File: src/rtl/home_pkg.sv
// ============================================================================
// Module  : home_pkg
// Brief   : Shared state encoding, event indices and display codes for the
//           home alert scheduler.
// Rev     : 1.0  initial release
// ============================================================================
`default_nettype none

package home_pkg;

    localparam int NUM_EV = 6;

    localparam logic [1:0] S_IDLE   = 2'd0;
    localparam logic [1:0] S_SELECT = 2'd1;
    localparam logic [1:0] S_SHOW   = 2'd2;
    localparam logic [1:0] S_GAP    = 2'd3;

    typedef enum logic [1:0] {
        ST_IDLE   = S_IDLE,
        ST_SELECT = S_SELECT,
        ST_SHOW   = S_SHOW,
        ST_GAP    = S_GAP
    } state_t;

    localparam logic [2:0] EV_FDOOR  = 3'd0;
    localparam logic [2:0] EV_RDOOR  = 3'd1;
    localparam logic [2:0] EV_FIRE   = 3'd2;
    localparam logic [2:0] EV_WINDOW = 3'd3;
    localparam logic [2:0] EV_COLD   = 3'd4;
    localparam logic [2:0] EV_HOT    = 3'd5;

    localparam logic [2:0] CODE_NONE   = 3'd0;
    localparam logic [2:0] CODE_FDOOR  = 3'd1;
    localparam logic [2:0] CODE_RDOOR  = 3'd2;
    localparam logic [2:0] CODE_FIRE   = 3'd3;
    localparam logic [2:0] CODE_WINDOW = 3'd4;
    localparam logic [2:0] CODE_COLD   = 3'd5;
    localparam logic [2:0] CODE_HOT    = 3'd6;

    function automatic logic [2:0] ev_code(input logic [2:0] idx);
        return idx + 3'd1;
    endfunction

    // Actuator bus is bit-reversed relative to the request bus.
    function automatic logic [5:0] ev_act(input logic [2:0] idx);
        return 6'b100000 >> idx;
    endfunction

    function automatic logic [2:0] wrap_idx(input logic [2:0] base, input int k);
        int s;
        s = int'(base) + k;
        if (s >= NUM_EV) begin
            s = s - NUM_EV;
        end
        return 3'(s);
    endfunction

endpackage

`default_nettype wire

File: src/rtl/alert_scheduler_rr_pick6.sv
// ============================================================================
// Module  : rr_pick6
// Brief   : Combinational picker over six pending events: optional fire
//           priority, otherwise round-robin starting after the last grant.
// Rev     : 1.0  initial release
// ============================================================================
`default_nettype none

module rr_pick6
    import home_pkg::*;
(
    input  logic [5:0] pending,
    input  logic [2:0] last,
    input  logic       fire_first,
    output logic [2:0] grant,
    output logic       valid
);

    always_comb begin
        grant = 3'd0;
        valid = 1'b0;
        // Walk furthest-first so the nearest pending index is the final write.
        for (int k = NUM_EV; k >= 1; k--) begin
            if (pending[wrap_idx(last, k)]) begin
                grant = wrap_idx(last, k);
                valid = 1'b1;
            end
        end
        if (fire_first && pending[EV_FIRE]) begin
            grant = EV_FIRE;
            valid = 1'b1;
        end
    end

endmodule

`default_nettype wire

File: src/rtl/alert_scheduler.sv
// ============================================================================
// Module  : alert_scheduler
// Brief   : Shares one status display and six actuators among six sensor
//           events; fire first, rest round-robin, dwell-limited grants.
//           Optional macro FIRE_PREEMPT_EN lets a pending fire cut a grant.
// Rev     : 1.0  initial release
// ============================================================================
`default_nettype none

module alert_scheduler
    import home_pkg::*;
#(
    parameter int DWELL = 16
) (
    input  logic       Clk,
    input  logic       Rst_n,
    input  logic [5:0] req,
    input  logic       ack,
    output logic [2:0] display,
    output logic [5:0] act,
    output logic [5:0] pending,
    output logic       busy
);

    localparam int CNT_W = $clog2(DWELL + 1);

    state_t           state, state_nxt;
    logic [5:0]       mask, mask_nxt, pending_nxt, clr_vec;
    logic [2:0]       gnt, gnt_nxt, rr_last, rr_last_nxt;
    logic [CNT_W-1:0] cnt, cnt_nxt;
    logic [2:0]       display_nxt;
    logic [5:0]       act_nxt;
    logic             busy_nxt;
    logic [2:0]       pick;
    logic             pick_valid;
    logic             preempt;

    rr_pick6 u_pick (
        .pending    (pending),
        .last       (rr_last),
        .fire_first (1'b1),
        .grant      (pick),
        .valid      (pick_valid)
    );

`ifdef FIRE_PREEMPT_EN
    assign preempt = (gnt != EV_FIRE) && pending[EV_FIRE];
`else
    assign preempt = 1'b0;
`endif

    // Acknowledge retires the shown event and masks it until its request falls.
    assign clr_vec     = (state == ST_SHOW && ack) ? (6'b000001 << gnt) : 6'b000000;
    assign pending_nxt = (pending | (req & ~mask)) & ~clr_vec;
    assign mask_nxt    = (mask | clr_vec) & req;

    always_comb begin
        state_nxt   = state;
        gnt_nxt     = gnt;
        rr_last_nxt = rr_last;
        cnt_nxt     = cnt;
        case (state)
            ST_IDLE: begin
                if (|pending) begin
                    state_nxt = ST_SELECT;
                end
            end
            ST_SELECT: begin
                if (pick_valid) begin
                    gnt_nxt   = pick;
                    cnt_nxt   = CNT_W'(DWELL - 1);
                    state_nxt = ST_SHOW;
                    if (pick != EV_FIRE) begin
                        rr_last_nxt = pick;
                    end
                end else begin
                    state_nxt = ST_IDLE;
                end
            end
            ST_SHOW: begin
                if (ack) begin
                    state_nxt = ST_GAP;
                end else if (preempt) begin
                    state_nxt = ST_SELECT;
                end else if (cnt == '0) begin
                    state_nxt = ST_GAP;
                end else begin
                    cnt_nxt = cnt - CNT_W'(1);
                end
            end
            ST_GAP: begin
                state_nxt = (|pending) ? ST_SELECT : ST_IDLE;
            end
            default: begin
                state_nxt = ST_IDLE;
            end
        endcase

        // Outputs are decoded from the next state so they register alongside it.
        display_nxt = (state_nxt == ST_SHOW) ? ev_code(gnt_nxt) : CODE_NONE;
        act_nxt     = (state_nxt == ST_SHOW) ? ev_act(gnt_nxt) : 6'b000000;
        busy_nxt    = (state_nxt != ST_IDLE);
    end

    always_ff @(posedge Clk or negedge Rst_n) begin
        if (!Rst_n) begin
            state   <= ST_IDLE;
            gnt     <= EV_FDOOR;
            rr_last <= EV_HOT;
            cnt     <= '0;
            mask    <= 6'b000000;
            pending <= 6'b000000;
            display <= CODE_NONE;
            act     <= 6'b000000;
            busy    <= 1'b0;
        end else begin
            state   <= state_nxt;
            gnt     <= gnt_nxt;
            rr_last <= rr_last_nxt;
            cnt     <= cnt_nxt;
            mask    <= mask_nxt;
            pending <= pending_nxt;
            display <= display_nxt;
            act     <= act_nxt;
            busy    <= busy_nxt;
        end
    end

endmodule

`default_nettype wire

File: config.mk
export PLATFORM = sky130hd
export DESIGN_NAME = alert_scheduler
export DESIGN_NICKNAME = d
export VERILOG_FILES = /design/src/rtl/home_pkg.sv /design/src/rtl/alert_scheduler_rr_pick6.sv /design/src/rtl/alert_scheduler.sv
export SDC_FILE = /design/constraint.sdc
export NUM_CORES = 1
export LEC_CHECK = 0
export ABC_AREA = 0
export BUFFER_PORTS_ARGS = -buffer_cell sky130_fd_sc_hd__buf_2
export CORE_MARGIN = 2
export CORE_UTILIZATION = 63
export DETAILED_ROUTE_END_ITERATION = 16
export GPL_TIMING_DRIVEN = 0
export PLACE_DENSITY = 0.94
export SYNTH_ARGS = -nofsm -noshare
export SYNTH_HDL_FRONTEND = slang
export SYNTH_SLANG_ARGS = --single-unit
File: constraint.sdc
create_clock -name Clk -period 10.6 [get_ports Clk]
set_input_delay 1.06 -clock Clk [delete_from_list [all_inputs] [get_ports Clk]]
set_output_delay 1.06 -clock Clk [all_outputs]
set_load 0.02 [all_outputs]
==> results.yml <==
worst_setup_path:
  cp_slowest_stage_delay_ns: 0.41
  crit_path_start_kind: "flop"
  critical_path_arrival_ns: 4.55
  r2r_setup_slack_ns: 6.26
  crit_top_cell: "ha_1"
  critPathTopFamily: "buffers and inverters"
  r2r_cells: 16
  crit_path_end_kind: "flop"
  reg2reg_from: "rr_last[1]"
  worstPathRequired_ns: 10.81
  path_buf_inv: 4
  worstSetupStartpoint: "rr_last[1]"
  rr_endpoint: "display[2]"
  worst_path_max_delay_cell: "dfrtp_1"
  worstPathCellList: "clkbuf_1 -> inv_1 -> ha_1 -> buf_2 -> a211oi_1 -> xnor2_1 -> mux2i_1 -> nand2_1 -> nor4_1 -> a211o_1 -> buf_2 -> nand2_1 -> and2_1 -> ha_1 -> ha_1 -> nor2_1"
  crit_type: "reg -> reg"
  path_max_fanout: 10
synth:
  synth-seq-cells: 35
  syn-cell-area_mm2: 0.00235
  syn_nets: 278
  ys_warn_count: 0
  ys.flop_type: "dfrtp_1"
  synth-edff-count: 0
  postSynthAreaPerCell_um2: 9.30
  ys_types: 60
  async_reset_ff_share_pct: 100
  syn-instance-count: 253
  yosysSeqAreaShare_pct: 37.3
timing:
  min_period_over_period_pct: 41.0
  hold_viol: 0
  tightestPinTransition_ns: 0.744
  max_freq_mhz: 230
  fin_setup_tns_ns: 0
  setup_viol: 0
  skew_ns: 0.00965
  slew_headroom_pct: 50.4
  grt_setup_unrepaired: "no"
  min_period_ns: 4.34
  maxSlewViolCount: 0
power_and_ir_drop:
  p_leak_nw: 1.14
  power.density_mw_per_mm2: 297
  power_mw: 0.783
  ir_worst_vdd_mv: 0.205
grt:
  grt_pass1_vias: 1953
  antenna_found_initial: 0
  grt_use_total_pct: 27.3
  grt_first_pass_wirelength_um: 8950
  globalRouteOverflowTotal: 0
  grt_max_degree: 36
clocking:
  cts.sinks: 35
  clk_pin_slew_ns: 0.07
  post_cts_buffers: 0
  insertion_delay_ns: 0.28
  root_buffer: "clkbuf_8"
  cts_tree: "yes"
  htreeDepth: 2
  cts_resized: 0
  cts-buffers-inserted: 5
  holdBufCountCts: 0
  cts_buffer_depth: 2
min_path:
  worstHoldStart: "mask[4]"
  hp-class: "reg -> reg"
  min_to: "mask[4]"
  whs_path_depth: 1
layout:
  layout_common_cells: "dfrtp_1 (33), buf_2 (27), nor2_1 (22), nand2_1 (22), ha_1 (16)"
  insertedDiodeCount: 0
  final_common_cell: "dfrtp_1"
  drive_gt1_share_pct: 17.5
  nNetsFinal: 309
  fin_area_mm2: 0.00263
  syn_to_final_growth_pct: 11.9
placed_design:
  dp_hpwl_um: 3930
  place_congestion: 0.906
  io_buffers: 24
  dpl_cell_area_mm2: 0.00253
die:
  die_h_um: 65.1
  coreArea_mm2: 0.00363
  start_util_pct: 64.8
  die_w_um: 65.1
  die-area_mm2: 0.00424
  num_rows: 22
  num_io_pins: 25
detailed_routing:
  detail_route.wl_per_cell_um: 15.7
  ant_nets: 0
  drc: 0
  drtIter0Drc: 182
  totalWireLength_um: 5220
  drt_pass1_iterations: 4
  via_count: 2030
  detail_route.vias_per_cell: 6.10
job:
  drv_cap: 0
outcome:
  status: "finished, final reports clean"
==> registers in the layout (all words and copies together), names as in the netlist <==
name and count:
state 2, gnt 3, cnt 5, act 6
busy 1, rr_last 3, mask 6, display 3
pending 6
==> how the worst max path moves through the flow <==
| stage | endpoint | cells after the start |
|---|---|---|
| after floorplan | display[2] | 16 |
| after detailed placement | display[2] | 16 |
| final | display[2] | 16 |
| after global routing | display[2] | 16 |
| after global placement | display[2] | 16 |
| after CTS | display[2] | 16 |
==> layer usage <==
layer	up-vias	global-route usage, %	part of all wire, %
li1	978	-	-
met5	-	0	0
met2	68	47.8	49
met3	6	3.60	5.3
met4	0	8.59	0.79
met1	978	35.3	45
==> metrics by stage <==
step	cells	hold slack, ns	worst slack, ns	util, %
after global routing	333	0.515	5.88	72.5
after detailed placement	325	0.481	6.40	69.7
after floorplan	253	0.464	6.96	-
after global placement	325	0.472	6.45	69.7
after CTS	333	0.496	6.31	72.5
final	333	0.490	6.26	72.5
==> report_power, final <==
group | switching [mW] | internal [mW]
clock network | 0.0451 | 0.0593
logic | 0.293 | 0.196
registers | 0.0264 | 0.163
==> area by class of cell <==
cell class              count  area, um^2
flip-flops and latches     35         878
plain buffers               7        37.5
inverters                  15        56.3
fillers                   278        1000
clock buffers               8         100
repair buffers             24         120
multi-input cells         196        1380
well taps                  48        60.1
==> Yosys cell counts (3+ instances only) <==
library cell  count  area [um^2]
mux2i_1           7         70.1
nand2_1          22         82.6
and2_1            7         43.8
o21a_1            8         60.1
nand2b_1          3         18.8
nor2_1           22         82.6
or3_1             3         18.8
a21oi_1          14         70.1
dfrtp_1          33          826
o211ai_1          4         30.0
ha_1             16          200
clkbuf_1          3         11.3
xnor2_1           6         52.6
nand3_1           5         25.0
a31oi_1           3         18.8
buf_2             3         15.0
and3b_1           4         35.0
inv_1            15         56.3
nor2b_1           3         18.8
nor3_1            8         40.0
o21ai_0          10         50.1
nor4_1            4         25.0
==> logic make-up after synthesis <==
logic type                 synth area share, %
AOI/OAI and AO/OA                         20.0
xor gates and xnor gates                  2.98
adders and majority gates                 8.93
buffers and inverters                     3.99
DFF                                       37.3
muxes                                     4.52
and+or+nand+nor                           22.3
(Power assumes the default switching activity.)
